<file path="src/rtl/lcd_scan_pkg.sv">
// Shared types and character helpers for the LCD slot scanner.
package lcd_scan_pkg;

    typedef enum logic [2:0] {
        ST_GAP,
        ST_REQ,
        ST_WAIT,
        ST_CAPT,
        ST_EMIT,
        ST_NEXT
    } scan_state_t;

    localparam logic [7:0] CHAR_SPACE   = 8'h20;
    localparam int         NAME_BYTES   = 5;
    localparam int         VALUE_DIGITS = 8;
    localparam int         NUM_COLS     = NAME_BYTES + VALUE_DIGITS;

    function automatic logic [7:0] hex_ascii(input logic [3:0] nibble);
        if (nibble < 4'd10)
            return 8'h30 + {4'h0, nibble};
        return 8'h41 + {4'h0, nibble} - 8'd10;
    endfunction

    // Columns 0-4 are name bytes (MSB byte first), 5-12 are value nibbles (MSB first).
    function automatic logic [7:0] col_char(input logic [3:0]  col,
                                            input logic [39:0] name,
                                            input logic [31:0] value);
        logic [7:0] b;
        if (col < 4'(NAME_BYTES)) begin
            b = name[8*(NAME_BYTES-1-int'(col)) +: 8];
            return (b == 8'h00) ? CHAR_SPACE : b;
        end
        return hex_ascii(value[4*(NUM_COLS-1-int'(col)) +: 4]);
    endfunction

endpackage

</file>
<file path="src/rtl/lcd_input_accum.sv">
// Hex-digit keypad accumulator producing the committed input_valid/input_value pair.
module lcd_input_accum (
    input  logic        clk,
    input  logic        reset,
    input  logic        digit_valid,
    input  logic [3:0]  digit,
    input  logic        digit_clear,
    input  logic        digit_enter,
    output logic        input_valid,
    output logic [31:0] input_value
);

    logic [31:0] acc;
    logic [31:0] acc_next;

    // NOTE: default assignment first so every path drives acc_next and no latch is inferred.
    always_comb begin
        acc_next = acc;
        if (digit_clear)
            acc_next = '0;
        else if (digit_valid)
            acc_next = {acc[27:0], digit};
    end

    // NOTE: state is updated with non-blocking assignments so all flops sample the same edge.
    always_ff @(posedge clk) begin
        if (reset) begin
            acc         <= '0;
            input_valid <= 1'b0;
            input_value <= '0;
        end else begin
            input_valid <= digit_enter;
            if (digit_enter) begin
                input_value <= acc_next;
                acc         <= '0;
            end else begin
                acc <= acc_next;
            end
        end
    end

endmodule

</file>
<file path="src/rtl/lcd_scan_engine.sv">
// Slot scanner and ASCII renderer for the LCD writer; define LCD_SCAN_CHANGE_ONLY_EN
// to emit only slots whose reply changed since they were last shown.
module lcd_scan_engine
    import lcd_scan_pkg::*;
#(
    parameter int NUM_SLOTS  = 44,
    parameter int GAP_CYCLES = 16
) (
    input  logic        clk,
    input  logic        reset,
    output logic [5:0]  display_number,
    input  logic        display_valid,
    input  logic [39:0] display_name,
    input  logic [31:0] display_value,
    output logic        char_valid,
    input  logic        char_ready,
    output logic [7:0]  char_data,
    output logic [5:0]  char_slot,
    output logic [3:0]  char_col,
    input  logic        digit_valid,
    input  logic [3:0]  digit,
    input  logic        digit_clear,
    input  logic        digit_enter,
    output logic        input_valid,
    output logic [31:0] input_value
);

    localparam int         GAP_W    = $clog2(GAP_CYCLES + 1);
    localparam logic [3:0] COL_LAST = 4'(NUM_COLS - 1);

    scan_state_t      state;
    logic [GAP_W-1:0] gap_cnt;
    logic             cap_valid;
    logic [39:0]      cap_name;
    logic [31:0]      cap_value;
    logic             handshake;
    logic             unchanged;

    assign handshake = char_valid & char_ready;

`ifdef LCD_SCAN_CHANGE_ONLY_EN
    logic [5:0]  slot_idx;
    logic        emit_done;
    logic        shadow_valid [NUM_SLOTS];
    logic [39:0] shadow_name  [NUM_SLOTS];
    logic [31:0] shadow_value [NUM_SLOTS];

    assign slot_idx  = display_number - 6'd1;
    assign emit_done = (state == ST_EMIT) && handshake && (char_col == COL_LAST);
    assign unchanged = shadow_valid[slot_idx] &&
                       (shadow_name[slot_idx] == cap_name) &&
                       (shadow_value[slot_idx] == cap_value);

    always_ff @(posedge clk) begin
        if (reset) begin
            for (int i = 0; i < NUM_SLOTS; i++)
                shadow_valid[i] <= 1'b0;
        end else if (emit_done) begin
            shadow_valid[slot_idx] <= 1'b1;
        end
    end

    // NOTE: only the tag bits are reset; the data array is qualified by them and stays reset-free.
    always_ff @(posedge clk) begin
        if (emit_done) begin
            shadow_name[slot_idx]  <= cap_name;
            shadow_value[slot_idx] <= cap_value;
        end
    end
`else
    assign unchanged = 1'b0;
`endif

    always_ff @(posedge clk) begin
        if (reset) begin
            state          <= ST_GAP;
            gap_cnt        <= GAP_W'(GAP_CYCLES);
            display_number <= '0;
            char_valid     <= 1'b0;
            char_data      <= '0;
            char_slot      <= '0;
            char_col       <= '0;
            cap_valid      <= 1'b0;
            cap_name       <= '0;
            cap_value      <= '0;
        end else begin
            case (state)
                ST_GAP: begin
                    if (gap_cnt <= GAP_W'(1)) begin
                        display_number <= 6'd1;
                        state          <= ST_REQ;
                    end else begin
                        gap_cnt <= gap_cnt - 1'b1;
                    end
                end
                ST_REQ: state <= ST_WAIT;
                // User logic registers its reply, so it is valid by the end of WAIT.
                ST_WAIT: begin
                    cap_valid <= display_valid;
                    cap_name  <= display_name;
                    cap_value <= display_value;
                    state     <= ST_CAPT;
                end
                ST_CAPT: begin
                    if (!cap_valid || unchanged) begin
                        state <= ST_NEXT;
                    end else begin
                        char_valid <= 1'b1;
                        char_col   <= 4'd0;
                        char_slot  <= display_number;
                        char_data  <= col_char(4'd0, cap_name, cap_value);
                        state      <= ST_EMIT;
                    end
                end
                ST_EMIT: begin
                    if (handshake) begin
                        if (char_col == COL_LAST) begin
                            char_valid <= 1'b0;
                            state      <= ST_NEXT;
                        end else begin
                            char_col  <= char_col + 4'd1;
                            char_data <= col_char(char_col + 4'd1, cap_name, cap_value);
                        end
                    end
                end
                ST_NEXT: begin
                    if (display_number == 6'(NUM_SLOTS)) begin
                        display_number <= '0;
                        gap_cnt        <= GAP_W'(GAP_CYCLES);
                        state          <= ST_GAP;
                    end else begin
                        display_number <= display_number + 6'd1;
                        state          <= ST_REQ;
                    end
                end
                default: state <= ST_GAP;
            endcase
        end
    end

    lcd_input_accum u_accum (
        .clk         (clk),
        .reset       (reset),
        .digit_valid (digit_valid),
        .digit       (digit),
        .digit_clear (digit_clear),
        .digit_enter (digit_enter),
        .input_valid (input_valid),
        .input_value (input_value)
    );

endmodule

</file>
<file path="config.mk">
export PLATFORM = sky130hd
export DESIGN_NAME = lcd_scan_engine
export DESIGN_NICKNAME = d
export VERILOG_FILES = /design/src/rtl/lcd_scan_pkg.sv /design/src/rtl/lcd_input_accum.sv /design/src/rtl/lcd_scan_engine.sv
export SDC_FILE = /design/constraint.sdc
export NUM_CORES = 1
export LEC_CHECK = 0
export CAP_MARGIN = 20
export CORE_UTILIZATION = 40
export DETAILED_ROUTE_END_ITERATION = 7
export DONT_BUFFER_PORTS = 1
export SLEW_MARGIN = 0
export SYNTH_ARGS = -nofsm -noshare
export SYNTH_HDL_FRONTEND = slang
export SYNTH_SLANG_ARGS = --single-unit
export TNS_END_PERCENT = 50
</file>
<file path="constraint.sdc">
create_clock -name clk -period 3.55 [get_ports clk]
set_clock_uncertainty 0.1 [all_clocks]
set_input_delay 0.71 -clock clk [delete_from_list [all_inputs] [get_ports clk]]
set_output_delay 0.71 -clock clk [all_outputs]
set_load 0.01 [all_outputs]
</file>
==> impl_metrics.tcl, run 1 <==
set metrics [dict create \
    run_status "finished clean" \
    clockBufferDepth 2 \
    fin_setup_tns_ns 0 \
    cp-start-kind "flip-flop" \
    syn_inst 905 \
    overflow 0 \
    tightest_slew_ns 0.678 \
    grt_usage_pct 19.0 \
    vdd_ir_drop_max_mv 0.336 \
    cp_cell_sequence "inv_1 > ha_1 > buf_4 > mux4_2 > inv_1 > o2bb2ai_2 > nand2_1 > ha_1 > inv_1 > nor2_1 > mux2_2 > o2111ai_1 > a211oi_1" \
    critPathMaxFanout 29 \
    hpwl_um 12400 \
    final_hold_viol_count 0 \
    grt_max_degree 168 \
    rr_startpoint "char_col[0]" \
    yosys_warnings 0 \
    via_per_inst 5.40 \
    synth-seq-cells 171 \
    fp.coreArea_mm2 0.0188 \
    drt_iter0_markers 477 \
    slew_violations 0 \
    dieWidth_um 141 \
    antenna_found_initial 0 \
    num_rows 50 \
    drive_gt1_share_pct 8.04 \
    final_cell_mix "nand2_1, dfxtp_1, a21oi_1, nor2_1, mux2i_1" \
    fin_crit_sh_pct 85.9 \
    max_freq_mhz 328 \
    fin_nets 948 \
    async_flop_share_pct 0 \
    period_needed_ns 3.05 \
    fillers 1878 \
    place_congestion 0.792 \
    required_ns 3.80 \
    dieArea_mm2 0.0197 \
    fin_area_mm2 0.00830 \
    die_h_um 141 \
    clock-sinks 171 \
    critPathMaxStageDelay_ns 0.51 \
    synth_ff_type "dfxtp_1" \
    avgSynthCellArea_um2 8.48 \
    hold_path.startpoint "reset" \
    rsz0062_at_grt "no" \
    power.density_mw_per_mm2 607 \
    placed_cell_area_mm2 0.00771 \
    htree_levels 4 \
    detail_route.first_pass.iterations 4 \
    syn2layout_area_growth_pct 8.15 \
    grt_pass1_wl_um 29700 \
    worst_path_most_repeated_cell "inv_1" \
    ant_nets 0 \
    detailedPlace.worstSlack_ns 0.487 \
    synth_cell_types 64 \
    final_common_cell "nand2_1" \
    numPortBuffers 0 \
    grt_pass1_vias 5609 \
    setup.worst_path.class "flip-flop to flip-flop" \
    cts_resized 0 \
    root_buffer "clkbuf_16" \
    synth_area_mm2 0.00767 \
    initial_core_util_pct 40.9 \
    cts-buffers-inserted 17 \
    cap_viol_max_count 0 \
    drc_errors 0 \
    clkTransAtPathRegs_ns 0.07 \
    hp-class "input port to flip-flop" \
    cts_setup_buffers 0 \
    seqCellArea_mm2 0.00342 \
    worstSetupStartpoint "char_col[0]" \
    wl_per_cell_um 16.7 \
    vias 5963 \
    arrival_ns 3.30 \
    postLayoutSetupSlackWorst_ns 0.500 \
    slowest_stage "ha_1" \
    yosysSeqAreaShare_pct 44.6 \
    synth-edff-count 0 \
    wl_um 18400 \
    multi_input_area_mm2 0.00387 \
    io_pins 141 \
    diodes 0 \
    leakage_uw 0.00295 \
    setup_viol 0 \
    r2r_slack_ns 0.50 \
    slew_headroom_pct 54.8 \
    syn_nets 995 \
    hold_buffers 0 \
    cts_tree "built" \
    worstSkewPairLatency_ns 0.43 \
    endpoint_kind "flip-flop" \
]
[metal layers]
metal / GRT usage, % / routed length [um] / up-vias
met5: 0 / 0 / -
met4: 6.06 / 260 / 0
met3: 5.20 / 937 / 21
met2: 30.2 / 8710 / 125
met1: 24.9 / 8530 / 2771
li1: - / - / 3046
[worst paths after layout]
| check | end | depth (start not counted) |
|---|---|---|
| setup / recovery | char_data[2] | 13 |
| hold / removal | u_accum.input_value[22] | 1 |
| setup reg to reg | char_data[2] | 13 |
| hold reg to reg | cap_value[16] | 2 |
[kinds of logic after synthesis]
kind of cell | Yosys count | synth area share, %
multiplexers | 87 | 13.2
adder cells (fa/ha/maj) | 7 | 1.14
flip-flops | 171 | 44.6
AO/OA/AOI/OAI | 169 | 13.6
buffers and inverters | 89 | 4.97
XOR/XNOR | 9 | 1.03
AND/OR/NAND/NOR | 373 | 21.5
[stage by stage]
stage	total power (uW)	hold slack, ns	utilization [%]	std cells
final	5040	0.248	44.2	1105
after global routing	5320	0.220	44.2	1105
after CTS	5100	0.225	44.2	1105
after detailed placement	3270	0.343	41.1	1073
after global placement	3250	0.343	41.1	1073
after floorplan	3110	0.333	-	905
[worst max-delay path, delay by kind of cell (launching register included)]
kind / cells / cell delay, ns
flops: 1 / 0.33
simple gates: 2 / 0.14
fa+ha+maj: 2 / 0.70
buf+inv: 4 / 0.61
compound gates: 3 / 0.57
mux: 2 / 0.49
[cells in the mapped netlist (all sizes together) (5+ instances only)]
| cell type | instances | share of area, % |
|---|---|---|
| a22oi | 5 | 0.55 |
| nor3 | 11 | 0.72 |
| dfxtp | 171 | 45 |
| nand3 | 10 | 0.65 |
| inv | 12 | 0.59 |
| xnor2 | 5 | 0.57 |
| ha | 7 | 1.1 |
| a311oi | 7 | 0.96 |
| mux2i | 71 | 9.3 |
| buf | 27 | 1.9 |
| nand3b | 5 | 0.49 |
| mux2 | 5 | 0.73 |
| a211oi | 6 | 0.59 |
| nor4 | 37 | 3.0 |
| a21oi | 102 | 6.7 |
| o21ai | 13 | 0.85 |
| nor2 | 96 | 4.7 |
| nand2 | 181 | 8.9 |
| mux4 | 11 | 3.2 |
| nand2b | 8 | 0.65 |
| o211ai | 6 | 0.65 |
| clkbuf | 48 | 2.3 |
| a21o | 5 | 0.49 |
| a31oi | 6 | 0.57 |
[sequential cells by signal, summed over array words and instances (netlist names), 5 cells and up]
register             cells
display_number           6
u_accum.input_value     32
char_slot                6
cap_name                40
char_data                8
u_accum.acc             32
gap_cnt                  5
cap_value               32
[area by class of cell]
cell class              instances  area share, %
repair buffers                  9          0.814
well taps                     234           3.53
flip-flops and latches        171           41.2
clock buffers                  18           5.29
clock inverters                14           1.82
multi-input cells             645           46.7
inverters                      14          0.633
[report_power, final]
group | switching [uW] | internal, uW
Sequential | 201 | 2140
Combinational | 512 | 357
Clock | 867 | 956
Note: power is estimated with default switching activity, not from simulation.
==> inputs of run 2 (changes only) <==
CTS_CLUSTER_SIZE = 25   (was default)
==> results of run 2 <==
Same layout as run 1: the final DEF is identical, and so are final timing and power.
==> inputs of run 3 (changes only) <==
CORE_MARGIN = 2   (was default)
==> impl_metrics.tcl, run 3 (same netlist as run 1, synthesis figures left out) <==
set metrics [dict create \
    tightest_slew_ns 0.862 \
    io_pins 141 \
    via_per_inst 5.38 \
    fin_nets 949 \
    leakage_uw 0.00297 \
    hp-class "input port to flip-flop" \
    grt_pass1_vias 5474 \
    largest_register "cap_name" \
    largest_reg_flops 40 \
    required_ns 3.78 \
    critPathMaxFanout 20 \
    diodes 0 \
    pwr-share-clk_pct 37.0 \
    cap_viol_max_count 0 \
    fin_setup_tns_ns 0 \
    final_common_cell "nand2_1" \
    setup.worst_path.class "flip-flop to flip-flop" \
    numPortBuffers 0 \
    htree_levels 4 \
    drt_iter0_markers 442 \
    wl_um 18400 \
    cp-start-kind "flip-flop" \
    fp.coreArea_mm2 0.0188 \
    max_freq_mhz 338 \
    dieWidth_um 143 \
    wl_per_cell_um 16.6 \
    vias 5950 \
    seq_power_share_pct 46.0 \
    switchingPower_uw 1640 \
    cts-buffers-inserted 17 \
    clock-sinks 171 \
    grt_pass1_wl_um 29600 \
    clkTransAtPathRegs_ns 0.08 \
    final_hold_viol_count 0 \
    dieArea_mm2 0.0203 \
    place_congestion 0.828 \
    rsz0062_at_grt "no" \
    slew_headroom_pct 42.5 \
    initial_core_util_pct 40.9 \
    hold_buffers 0 \
    worstSkewPairLatency_ns 0.43 \
    run_status "finished clean" \
    overflow 0 \
    detail_route.first_pass.iterations 5 \
    intPower_uw 3460 \
    cts_resized 0 \
    root_buffer "clkbuf_16" \
    drive_gt1_share_pct 8.14 \
    period_needed_ns 2.96 \
    pwr-share-comb_pct 17.1 \
    grt_max_degree 168 \
    die_h_um 143 \
    final_util_pct 44.4 \
    grt_usage_pct 18.3 \
    fin_area_mm2 0.00834 \
    setup_viol 0 \
    clockBufferDepth 2 \
    cts_setup_buffers 0 \
    endpoint_kind "flip-flop" \
    slew_violations 0 \
    cts_tree "built" \
    drc_errors 0 \
    power.density_mw_per_mm2 612 \
    ant_nets 0 \
    num_rows 50 \
    placed_cell_area_mm2 0.00772 \
    antenna_found_initial 0 \
    r2r_slack_ns 0.59 \
    fin_crit_sh_pct 83.3 \
    vdd_ir_drop_max_mv 0.302 \
    hpwl_um 12400 \
    syn2layout_area_growth_pct 8.63 \
    p_sw_share_pct 32.1 \
    arrival_ns 3.19 \
    final_cell_mix "nand2_1, dfxtp_1, a21oi_1, nor2_1, mux2i_1" \
]
==> run 3: cell types whose count changed in the layout (fill, tap and decap cells not counted), sizes merged <==
cell      before  now
clkinvlp       1    0
buf            9   10
clkbuf        18   17
clkinv         9   11
==> run 3: routing by layer <==
layer / vias up / track usage [%] / part of all wire (%)
met5: - / 0 / 0
met4: 0 / 4.38 / 0.61
met3: 10 / 4.85 / 4.9
met2: 112 / 29.8 / 48
met1: 2773 / 24.2 / 47
li1: 3055 / - / -
==> run 3: power groups by stage <==
stage               Clock, uW  Combinational, uW  Sequential, uW
floorplan                   0                812            2290
global placement            0                868            2390
detailed placement          0                886            2390
CTS                      1930                887            2350
global route             2010                999            2380
finish                   1890                872            2340
==> run 3: cell type report <==
type	count	area, um^2
flip-flops and latches	171	3420
clock inverters	15	194
clock buffers	17	425
multi-input cells	645	3870
well taps	234	293
repair buffers	10	75.1
fillers	1907	10400
inverters	14	52.6
==> run 3: stage by stage <==
| stage | worst slack, ns | hold WS, ns | power (uW) | cells |
|---|---|---|---|---|
| floorplan | 0.378 | 0.333 | 3110 | 905 |
| global placement | 0.646 | 0.342 | 3260 | 1074 |
| detailed placement | 0.595 | 0.343 | 3280 | 1074 |
| CTS | 0.581 | 0.228 | 5170 | 1106 |
| global route | 0.321 | 0.215 | 5390 | 1106 |
| finish | 0.592 | 0.246 | 5100 | 1106 |
==> run 3: final timing paths <==
| kind | startpoint | to | cells past startpoint |
|---|---|---|---|
| worst min register to register | cap_value[8] | cap_value[8] | 2 |
| worst max register to register | char_col[0] | char_data[2] | 13 |
| worst max-delay path | char_col[0] | char_data[2] | 13 |
| worst min-delay path | reset | u_accum.input_value[18] | 1 |
==> run 3: critical path, stage by stage (launching register included) <==
cell and delay (ns):
dfxtp_1 0.33, inv_1 0.07, ha_1 0.50, buf_4 0.34, mux4_2 0.24, inv_1 0.05, o2bb2ai_2 0.27, nand2_1 0.10
ha_1 0.19, inv_1 0.07, nor2_1 0.05, mux2_2 0.23, o2111ai_1 0.10, a211oi_1 0.22
